[config.mk]
export PLATFORM = sky130hd
export DESIGN_NAME = store_split_unit_flat
export DESIGN_NICKNAME = d
export VERILOG_FILES = /design/src/rtl/store_split_if.sv /design/src/rtl/store_split_unit.sv /design/src/flat_wrapper.sv
export SDC_FILE = /design/constraint.sdc
export NUM_CORES = 1
export LEC_CHECK = 0
export ABC_AREA = 1
export BUFFER_PORTS_ARGS = -buffer_cell sky130_fd_sc_hd__buf_2
export CORE_MARGIN = 2
export CORE_UTILIZATION = 50
export DETAILED_ROUTE_END_ITERATION = 8
export HOLD_SLACK_MARGIN = 0.1
export PLACE_DENSITY_LB_ADDON = 0.25
export SLEW_MARGIN = 5
export SYNTH_ARGS = -nofsm -noshare
export SYNTH_HDL_FRONTEND = slang
export SYNTH_SLANG_ARGS = --single-unit
[constraint.sdc]
create_clock -name clk_i -period 4.05 [get_ports clk_i]
set_input_delay 0.6075 -clock clk_i [delete_from_list [all_inputs] [get_ports clk_i]]
set_output_delay 0.6075 -clock clk_i [all_outputs]
set_load 0.02 [all_outputs]
[src/rtl/store_split_if.sv]
// Store request and half-word memory write bus seen by store_split_unit.
// The unit uses the slave view; the requesting side uses the master view.
interface store_split_if;
  logic        mem_write_i;
  logic [1:0]  store_size_i;
  logic [31:0] addr_i;
  logic [31:0] data_i;
  logic        mem_ready_i;
  logic [31:0] data_mem_addr_o;
  logic [15:0] data_mem_wdata_o;
  logic        data_mem_we_o;
  logic [1:0]  data_mem_be_o;
  logic        stall_o;
  logic        align_err_o;

  modport slave (
    input  mem_write_i, store_size_i, addr_i, data_i, mem_ready_i,
    output data_mem_addr_o, data_mem_wdata_o, data_mem_we_o, data_mem_be_o,
           stall_o, align_err_o
  );

  modport master (
    output mem_write_i, store_size_i, addr_i, data_i, mem_ready_i,
    input  data_mem_addr_o, data_mem_wdata_o, data_mem_we_o, data_mem_be_o,
           stall_o, align_err_o
  );
endinterface

[src/rtl/store_split_unit.sv]
// Splits a byte/half/word store into one or two half-word write beats
// (low half first) and stalls the pipeline while beats are outstanding.
module store_split_unit (
  input  logic         clk_i,
  input  logic         rst_i,
  store_split_if.slave bus
);

  typedef enum logic [1:0] {
    IDLE   = 2'd0,
    W_LOW  = 2'd1,
    W_HIGH = 2'd2
  } state_t;

  localparam logic [1:0] SZ_BYTE = 2'b00;
  localparam logic [1:0] SZ_HALF = 2'b01;
  localparam logic [1:0] SZ_WORD = 2'b10;

  state_t      state_r;
  logic [31:0] addr_r;
  logic [31:0] data_r;
  logic [1:0]  size_r;
  logic [31:0] mem_addr_r;
  logic [15:0] mem_wdata_r;
  logic        mem_we_r;
  logic [1:0]  mem_be_r;
  logic        align_err_r;

  logic        legal_s;
  logic        last_beat_s;
  logic        free_s;
  logic        accept_s;
  logic        reject_s;
  logic        stall_s;

  function automatic logic [15:0] low_wdata(input logic [1:0] size, input logic [31:0] data);
    case (size)
      SZ_BYTE: low_wdata = {data[7:0], data[7:0]};
      default: low_wdata = data[15:0];
    endcase
  endfunction

  function automatic logic [1:0] low_be(input logic [1:0] size, input logic addr0);
    case (size)
      SZ_BYTE: low_be = addr0 ? 2'b10 : 2'b01;
      default: low_be = 2'b11;
    endcase
  endfunction

  // Request legality, acceptance window and the stall decode
  always_comb begin
    legal_s     = 1'b0;
    last_beat_s = 1'b0;
    case (bus.store_size_i)
      SZ_BYTE: legal_s = 1'b1;
      SZ_HALF: legal_s = ~bus.addr_i[0];
      SZ_WORD: legal_s = ~bus.addr_i[0];
      default: legal_s = 1'b0;
    endcase
    case (state_r)
      W_LOW:   last_beat_s = (size_r != SZ_WORD);
      W_HIGH:  last_beat_s = 1'b1;
      default: last_beat_s = 1'b0;
    endcase
    // The unit can take a new request on the edge that retires the final beat.
    if (state_r == IDLE) begin
      free_s = 1'b1;
    end else begin
      free_s = last_beat_s & bus.mem_ready_i;
    end
    accept_s = free_s & bus.mem_write_i & legal_s;
    reject_s = free_s & bus.mem_write_i & ~legal_s;
    stall_s  = (state_r != IDLE) & ~(last_beat_s & bus.mem_ready_i);
  end

  // Beat sequencer: captures requests and registers every memory-side output
  always_ff @(posedge clk_i) begin
    if (rst_i) begin
      state_r     <= IDLE;
      addr_r      <= 32'd0;
      data_r      <= 32'd0;
      size_r      <= 2'b00;
      mem_addr_r  <= 32'd0;
      mem_wdata_r <= 16'd0;
      mem_we_r    <= 1'b0;
      mem_be_r    <= 2'b00;
      align_err_r <= 1'b0;
    end else begin
      align_err_r <= reject_s;
      if (accept_s) begin
        state_r     <= W_LOW;
        addr_r      <= bus.addr_i;
        data_r      <= bus.data_i;
        size_r      <= bus.store_size_i;
        mem_addr_r  <= {bus.addr_i[31:1], 1'b0};
        mem_wdata_r <= low_wdata(bus.store_size_i, bus.data_i);
        mem_be_r    <= low_be(bus.store_size_i, bus.addr_i[0]);
        mem_we_r    <= 1'b1;
      end else begin
        case (state_r)
          W_LOW: begin
            if (bus.mem_ready_i && (size_r == SZ_WORD)) begin
              state_r     <= W_HIGH;
              mem_addr_r  <= {addr_r[31:1], 1'b0} + 32'd2;
              mem_wdata_r <= data_r[31:16];
              mem_be_r    <= 2'b11;
              mem_we_r    <= 1'b1;
            end else if (bus.mem_ready_i) begin
              state_r     <= IDLE;
              mem_addr_r  <= 32'd0;
              mem_wdata_r <= 16'd0;
              mem_be_r    <= 2'b00;
              mem_we_r    <= 1'b0;
            end else begin
              state_r     <= W_LOW;
            end
          end
          W_HIGH: begin
            if (bus.mem_ready_i) begin
              state_r     <= IDLE;
              mem_addr_r  <= 32'd0;
              mem_wdata_r <= 16'd0;
              mem_be_r    <= 2'b00;
              mem_we_r    <= 1'b0;
            end else begin
              state_r     <= W_HIGH;
            end
          end
          default: begin
            state_r     <= IDLE;
            mem_addr_r  <= 32'd0;
            mem_wdata_r <= 16'd0;
            mem_be_r    <= 2'b00;
            mem_we_r    <= 1'b0;
          end
        endcase
      end
    end
  end

  assign bus.data_mem_addr_o  = mem_addr_r;
  assign bus.data_mem_wdata_o = mem_wdata_r;
  assign bus.data_mem_we_o    = mem_we_r;
  assign bus.data_mem_be_o    = mem_be_r;
  assign bus.stall_o          = stall_s;
  assign bus.align_err_o      = align_err_r;

endmodule

[src/flat_wrapper.sv]
// flat-port wrapper written by rule: the top's interface ports become plain ports
module store_split_unit_flat 
  (clk_i, rst_i, bus_mem_write_i, bus_store_size_i, bus_addr_i, bus_data_i, bus_mem_ready_i, bus_data_mem_addr_o, bus_data_mem_wdata_o, bus_data_mem_we_o, bus_data_mem_be_o, bus_stall_o, bus_align_err_o);
  store_split_if bus_i ();
  input  logic clk_i;
  input  logic rst_i;
  input wire logic [$bits(bus_i.mem_write_i)-1:0] bus_mem_write_i;
  input wire logic [$bits(bus_i.store_size_i)-1:0] bus_store_size_i;
  input wire logic [$bits(bus_i.addr_i)-1:0] bus_addr_i;
  input wire logic [$bits(bus_i.data_i)-1:0] bus_data_i;
  input wire logic [$bits(bus_i.mem_ready_i)-1:0] bus_mem_ready_i;
  output wire logic [$bits(bus_i.data_mem_addr_o)-1:0] bus_data_mem_addr_o;
  output wire logic [$bits(bus_i.data_mem_wdata_o)-1:0] bus_data_mem_wdata_o;
  output wire logic [$bits(bus_i.data_mem_we_o)-1:0] bus_data_mem_we_o;
  output wire logic [$bits(bus_i.data_mem_be_o)-1:0] bus_data_mem_be_o;
  output wire logic [$bits(bus_i.stall_o)-1:0] bus_stall_o;
  output wire logic [$bits(bus_i.align_err_o)-1:0] bus_align_err_o;
  assign bus_i.mem_write_i = bus_mem_write_i;
  assign bus_i.store_size_i = bus_store_size_i;
  assign bus_i.addr_i = bus_addr_i;
  assign bus_i.data_i = bus_data_i;
  assign bus_i.mem_ready_i = bus_mem_ready_i;
  assign bus_data_mem_addr_o = bus_i.data_mem_addr_o;
  assign bus_data_mem_wdata_o = bus_i.data_mem_wdata_o;
  assign bus_data_mem_we_o = bus_i.data_mem_we_o;
  assign bus_data_mem_be_o = bus_i.data_mem_be_o;
  assign bus_stall_o = bus_i.stall_o;
  assign bus_align_err_o = bus_i.align_err_o;
  store_split_unit u_core (.clk_i(clk_i), .rst_i(rst_i), .bus(bus_i));
endmodule
==> metrics.yaml, run 1 <==
status: "finished clean"
synth_cell_type_count: 27
power_report.internal_total_mw: 1.44
number_of_storage_elements_in_the_synthesis_netlist: 103
post_layout_minimum_cycle_time_ns: 2.40
n_antenna_cell: 0
most-common-layout-cells: "sky130_fd_sc_hd__nand2_1, sky130_fd_sc_hd__buf_2, sky130_fd_sc_hd__dfxtp_1"
power_density_over_the_cells_nw_per_um2: 329
antenna_left: 0
drt_first_pass_iters: 5
route.detailed.vias_per_inst: 5.35
grt_start_max_net_pins: 50
cts.htree.levels: 3
drt-wirelength-per-cell_um: 15.0
worstSetupPathType: "reg2reg"
netSwitchingFraction_pct: 26.5
power_leakage_nw: 2.61
synth_top_family_by_area: "simple AND/OR/NAND/NOR gates"
layout.nets: 962
cp.required_ns: 4.34
synth_xor_area_share_pct: 0
wl_um: 15300
synthesis.area_per_instance_sq_um: 6.55
critPathTopFamily: "buffers and inverters"
postLayoutCoreUtil_pct: 60.7
die-area_sq_um: 11000
clock-sinks: 103
synth_top_cell_area_share_pct: 40.5
grt_pass1_wl_um: 24500
number_of_enable_flip_flop_cells_after_synthesis: 0
timing.critical_path.to_type: "register"
via_count_of_the_first_global_routing_pass: 5135
area.growth.synth_to_final_pct: 17.1
worst_ir_drop_vdd_uv: 157
gpl.final_weighted_congestion: 0.901
cts_tree: "built"
dp_hpwl_um: 11000
routed_via_count: 5470
timing_max_transition_violations_final: 0
cts_inserted_buffers: 9
cp.arrival_ns: 2.68
commonest_non_fill_non_tap_cell_in_the_layout: "sky130_fd_sc_hd__nand2_1"
initial_utilization_pct: 51.8
max-cap-violations: 0
comb_power_share_pct: 11.0
net-switching-power_mw: 0.520
cts_hold_buf: 0
mappedNetlistArea_sq_um: 5090
rsz_0062_raised_after_global_routing: "no"
max_clock_freq_ghz: 0.417
critPathMaxStageDelay_ns: 0.39
std_cell_rows: 36
worst-slew-pin-transition_ns: 1.17
synth_ff_type: "sky130_fd_sc_hd__dfxtp_1"
numPortBuffers: 122
synth.top_cells.by_area: "sky130_fd_sc_hd__dfxtp_1, sky130_fd_sc_hd__nand2_1, sky130_fd_sc_hd__o21ai_0"
fin_total_pwr_mw: 1.96
worst-path-buf-inv: 4
die_y_um: 105
synth_top_area_cell: "sky130_fd_sc_hd__dfxtp_1"
grt_antenna_before_repair: 0
die-width_um: 105
cts.root.buffer_cell: "sky130_fd_sc_hd__clkbuf_8"
boundaryPins: 123
clock_insertion_delay_worst_skew_ns: 0.37
post_cts_buffers: 0
final_layout_size_suffix_gt1_share_pct: 18.1
path_cells: "inv_1, ha_1, inv_2, nor2_4, nand3_1, nand2_2, nand3_4, buf_4, nand2_1, inv_1, nand2_1, a21oi_1"
grt-ovfl-total: 0
timing.critical_path.from_type: "register"
synth_mux_area_share_pct: 0
synth-compound-area-share_pct: 16.1
max_slew_margin_pct: 21.6
global_route.usage.total_pct: 27.6
route.detailed.drc: 0
setup_total_negative_slack_ns: 0
timing.final.setup_violations: 0
syn-instance-count: 777
nFillCells: 1003
design.core.area_sq_um: 9820
period_share_pct: 59.2
critical_path_peak_fanout: 41
final_hold_viol_count: 0
yosys.area_share.simple_pct: 32.9
clock_input_transition_at_the_sequential_cells_of_the_worst_setup_and_hold_paths_ns: 0.09
min-delay-path-class: "reg2reg"
crit_slowest_cell: "sky130_fd_sc_hd__buf_4"
synthesis.yosys.warnings: 0
cts-resized-gates: 0
power.sequential.fraction_pct: 55.4
drt_iter0_markers: 304
clk_path_buf_depth: 2
synth.net_count: 854
ffs_w_async_s_r_synth_pct: 0
pwr-share-clk_pct: 33.7
adder_cell_share_of_the_synthesized_area_pct: 1.72
finalClockSkew_ns: 0.00617
synth-seq-area-share_pct: 40.5
worst paths after layout:
| check | startpoint | endpoint | slack [ns] | cells past startpoint |
|---|---|---|---|---|
| worst max-delay path | u_core.state_r[0]$_SDFF_PP0_ | u_core.bus.data_mem_wdata_o[13]$_SDFF_PP0_ | 1.65 | 12 |
| worst min-delay path | u_core.data_r[17]$_SDFFE_PP0P_ | u_core.data_r[17]$_SDFFE_PP0P_ | 0.45 | 2 |
| worst max register to register | u_core.state_r[0]$_SDFF_PP0_ | u_core.bus.data_mem_wdata_o[13]$_SDFF_PP0_ | 1.65 | 12 |
| worst min register to register | u_core.data_r[17]$_SDFFE_PP0P_ | u_core.data_r[17]$_SDFFE_PP0P_ | 0.45 | 2 |
sequential cells by signal, indices dropped and copies added (netlist names):
register and count:
u_core.addr_r 31, u_core.bus.align_err_o 1, u_core.bus.data_mem_addr_o 32, u_core.bus.data_mem_be_o 2
u_core.bus.data_mem_wdata_o 16, u_core.bus.data_mem_we_o 1, u_core.data_r 16, u_core.size_r 2
u_core.state_r 2
kinds of logic (layout without fill, tap and decap cells):
family                   Yosys count  in the layout
buffers and inverters            107            219
AND/OR/NAND/NOR                  406            406
adder cells (fa/ha/maj)            7              7
AO/OA/AOI/OAI                    154            154
flip-flops                       103            103
final cells by class:
class,count,area [sq um],share of cell area [%]
Inverter,73,274,4.60
Sequential cell,103,2060,34.6
Clock inverter,4,45.0,0.756
Timing Repair Buffer,131,678,11.4
Multi-Input combinational cell,567,2580,43.3
Tap cell,133,166,2.79
Clock buffer,11,151,2.54
cell usage after synthesis (2+ instances only):
cell                       count
sky130_fd_sc_hd__nor3_1        5
sky130_fd_sc_hd__buf_4         3
sky130_fd_sc_hd__o22ai_1       8
sky130_fd_sc_hd__a21oi_1      39
sky130_fd_sc_hd__nand2_2       2
sky130_fd_sc_hd__nand2_1     272
sky130_fd_sc_hd__inv_2         4
sky130_fd_sc_hd__nor2_4        3
sky130_fd_sc_hd__nor2_1       53
sky130_fd_sc_hd__o21ai_0      89
sky130_fd_sc_hd__inv_1        69
sky130_fd_sc_hd__buf_2        15
sky130_fd_sc_hd__dfxtp_1     103
sky130_fd_sc_hd__clkbuf_1     13
sky130_fd_sc_hd__ha_1          7
sky130_fd_sc_hd__buf_6         2
sky130_fd_sc_hd__o21ai_1       4
sky130_fd_sc_hd__a22oi_1      11
sky130_fd_sc_hd__nor2_2        3
sky130_fd_sc_hd__a32oi_1       2
sky130_fd_sc_hd__nand3_1      64
metal layers:
layer	up-vias	global-route usage, %	routed length [um]
li1	2708	-	-
met3	32	5.18	1150
met5	-	0	0
met2	223	44.6	6960
met1	2507	36.6	6830
met4	0	10.4	379
per-stage QoR:
step | hold WS (ns) | instance area (sq um) | setup slack [ns] | std cells
after global routing | 0.479 | 5960 | 1.45 | 1022
after detailed placement | 0.440 | 5760 | 1.38 | 1007
after floorplan | 0.425 | 5090 | 2.20 | 777
after global placement | 0.438 | 5760 | 1.49 | 1007
final | 0.452 | 5960 | 1.65 | 1022
after CTS | 0.453 | 5960 | 1.67 | 1022
power groups by stage:
stage / Sequential [mW] / Combinational, mW / Clock [mW]
floorplan: 1.12 / 0.117 / 0
global placement: 1.11 / 0.209 / 0
detailed placement: 1.11 / 0.214 / 0
CTS: 1.08 / 0.215 / 0.666
global route: 1.09 / 0.239 / 0.712
finish: 1.09 / 0.215 / 0.660
worst min-delay path, stage by stage, from the launching register on:
cell                      delay [ns]
sky130_fd_sc_hd__dfxtp_1        0.31
sky130_fd_sc_hd__inv_1          0.05
sky130_fd_sc_hd__a21oi_1        0.05
Power figures use the tool's default switching activity.
==> inputs of run 2 (changes only) <==
--- a/config.mk
+++ b/config.mk
@@ -8,7 +8,7 @@
 export ABC_AREA = 1
 export BUFFER_PORTS_ARGS = -buffer_cell sky130_fd_sc_hd__buf_2
 export CORE_MARGIN = 2
-export CORE_UTILIZATION = 50
+export CORE_UTILIZATION = 49
 export DETAILED_ROUTE_END_ITERATION = 8
 export HOLD_SLACK_MARGIN = 0.1
 export PLACE_DENSITY_LB_ADDON = 0.25
==> constraint.sdc (replaced) <==
create_clock -name clk_i -period 2 [get_ports clk_i]
set_input_delay 0.3 -clock clk_i [delete_from_list [all_inputs] [get_ports clk_i]]
set_output_delay 0.3 -clock clk_i [all_outputs]
set_load 0.02 [all_outputs]
==> metrics.yaml, run 2 (synthesis results as in run 1) <==
max-cap-violations: 0
reg2regPathDepth: 10
worst_ir_drop_vdd_uv: 409
finalClockSkew_ns: 0.0141
dp_hpwl_um: 10400
die_y_um: 106
global_route.usage.total_pct: 25.8
clk_path_buf_depth: 2
commonest_non_fill_non_tap_cell_in_the_layout: "sky130_fd_sc_hd__nand2_1"
layoutNonFillerInstCount: 1046
antenna_left: 0
route.detailed.drc: 0
timing.critical_path.to_type: "primary output"
timing.final.setup_violations: 0
design.core.area_sq_um: 10200
drt-wirelength-per-cell_um: 14.0
clock-sinks: 103
min_delay_worst_endpoint: "u_core.data_r[21]$_SDFFE_PP0P_"
largest_register_ff_count: 32
critical_path_peak_fanout: 3
worstSetupPathType: "reg2out"
grt_antenna_before_repair: 1
drt_first_pass_iters: 5
numPortBuffers: 122
status: "finished clean"
rrSetupSlack_ns: 0.11
place_inst: 1024
clock_insertion_delay_worst_skew_ns: 0.38
grt_pass1_wl_um: 23100
via_count_of_the_first_global_routing_pass: 4760
wl_um: 14700
timing_max_transition_violations_final: 0
power_leakage_nw: 2.70
gpl.final_weighted_congestion: 0.930
worst-slew-pin-transition_ns: 0.668
die-area_sq_um: 11200
routed_via_count: 5356
reg2reg_to: "u_core.data_r[31]$_SDFFE_PP0P_"
clock_input_transition_at_the_sequential_cells_of_the_worst_setup_and_hold_paths_ns: 0.11
cp.required_ns: 1.70
area.growth.synth_to_final_pct: 22.4
die-width_um: 106
final_hold_viol_count: 0
layout.nets: 982
cp.arrival_ns: 1.63
power_density_over_the_cells_nw_per_um2: 631
timing.hold.worst.start: "bus_data_i[21]"
area_occupied_by_multi_input_gates_sq_um: 2640
cts.root.buffer_cell: "sky130_fd_sc_hd__clkbuf_8"
most-common-layout-cells: "sky130_fd_sc_hd__nand2_1, sky130_fd_sc_hd__buf_2, sky130_fd_sc_hd__dfxtp_1"
timing.hold.worst_path_depth: 3
std_cell_rows: 37
route.detailed.vias_per_inst: 5.12
grt_start_max_net_pins: 33
min-delay-path-class: "in2reg"
cts.htree.levels: 3
post_layout_minimum_cycle_time_ns: 1.93
initial_utilization_pct: 50.0
boundaryPins: 123
max_slew_margin_pct: 55.4
drt_iter0_markers: 301
final_layout_size_suffix_gt1_share_pct: 21.1
setup_total_negative_slack_ns: 0
nFillCells: 1022
timing.critical_path.from_type: "register"
period_share_pct: 96.6
cts_hold_buf: 0
grt-ovfl-total: 0
crit-reg2reg-launch: "u_core.state_r[0]$_SDFF_PP0_"
postLayoutCoreUtil_pct: 61.2
cts_inserted_buffers: 9
area.sequential_sq_um: 2060
max_clock_freq_ghz: 0.518
n_antenna_cell: 0
timing.hold.ws_ns: 0.147
cts_tree: "built"
==> run 2: cell types whose count changed in the layout (fill, tap and decap cells not counted), sizes merged <==
cell	delta
buf	+18
bufinv	-1
clkinv	-2
clkinvlp	+4
inv	+2
==> run 2: metal layers <==
layer  up-vias  global-route usage [%]  share of wire [%]
li1       2755                       -                  -
met1      2387                    34.5                 46
met2       196                    42.6                 45
met3        16                    5.46                7.1
met4         2                    6.48                1.1
met5         -                       0              0.075
==> run 2: power by group <==
group	switching [mW]	internal, mW
combinational	0.301	0.187
sequential	0.0599	2.14
clock	0.778	0.474
==> run 2: per-stage QoR <==
stage                     instance area, sq um  setup slack [ns]  total power, mW
after CTS                                 6090           0.00910             3.90
after global placement                    5910            0.0202             2.69
after global routing                      6230           -0.0133             4.09
final                                     6230            0.0681             3.94
after floorplan                           5090             0.337             2.50
after detailed placement                  5910           -0.0169             2.70
==> run 2: worst max-delay path by stage <==
stage | from | endpoint | slack [ns] | cells after the start
2_1_floorplan | u_core.state_r[0]$_SDFF_PP0_ | u_core.data_r[19]$_SDFFE_PP0P_ | 0.34 | 12
6_report | u_core.state_r[0]$_SDFF_PP0_ | bus_stall_o | 0.07 | 8
4_1_cts | u_core.state_r[0]$_SDFF_PP0_ | bus_stall_o | 0.009 | 9
5_1_grt | u_core.state_r[0]$_SDFF_PP0_ | bus_stall_o | -0.01 | 8
3_3_place_gp | bus_store_size_i[0] | u_core.bus.data_mem_addr_o[8]$_SDFF_PP0_ | 0.02 | 10
3_5_place_dp | bus_store_size_i[0] | u_core.bus.data_mem_wdata_o[1]$_SDFF_PP0_ | -0.02 | 10
==> run 2: layout make-up <==
| cell class | count | share of cell area (%) |
|---|---|---|
| repair buffers | 150 | 14.3 |
| inverters | 73 | 4.50 |
| flip-flops and latches | 103 | 33.1 |
| repair inverters | 1 | 0.120 |
| multi-input cells | 567 | 42.3 |
| clock buffers | 10 | 2.05 |
| clock inverters | 6 | 0.843 |
| well taps | 136 | 2.73 |
==> run 2: repair_timing <==
action,4_1_cts,5_1_grt
hold endpoints to repair,0,0
gates resized for setup,2,20
pin swaps,0,5
gates cloned,0,2
buffers inserted,0,4
setup endpoints to repair,1,93
==> run 2: critical path, cell delays in order, from the launching register on <==
cell and delay, ns:
sky130_fd_sc_hd__dfxtp_2 0.37, sky130_fd_sc_hd__inv_2 0.07, sky130_fd_sc_hd__ha_4 0.28, sky130_fd_sc_hd__inv_2 0.05
sky130_fd_sc_hd__nor2_4 0.11, sky130_fd_sc_hd__nand3_2 0.09, sky130_fd_sc_hd__nand2_4 0.10, sky130_fd_sc_hd__inv_1 0.05
sky130_fd_sc_hd__buf_4 0.15
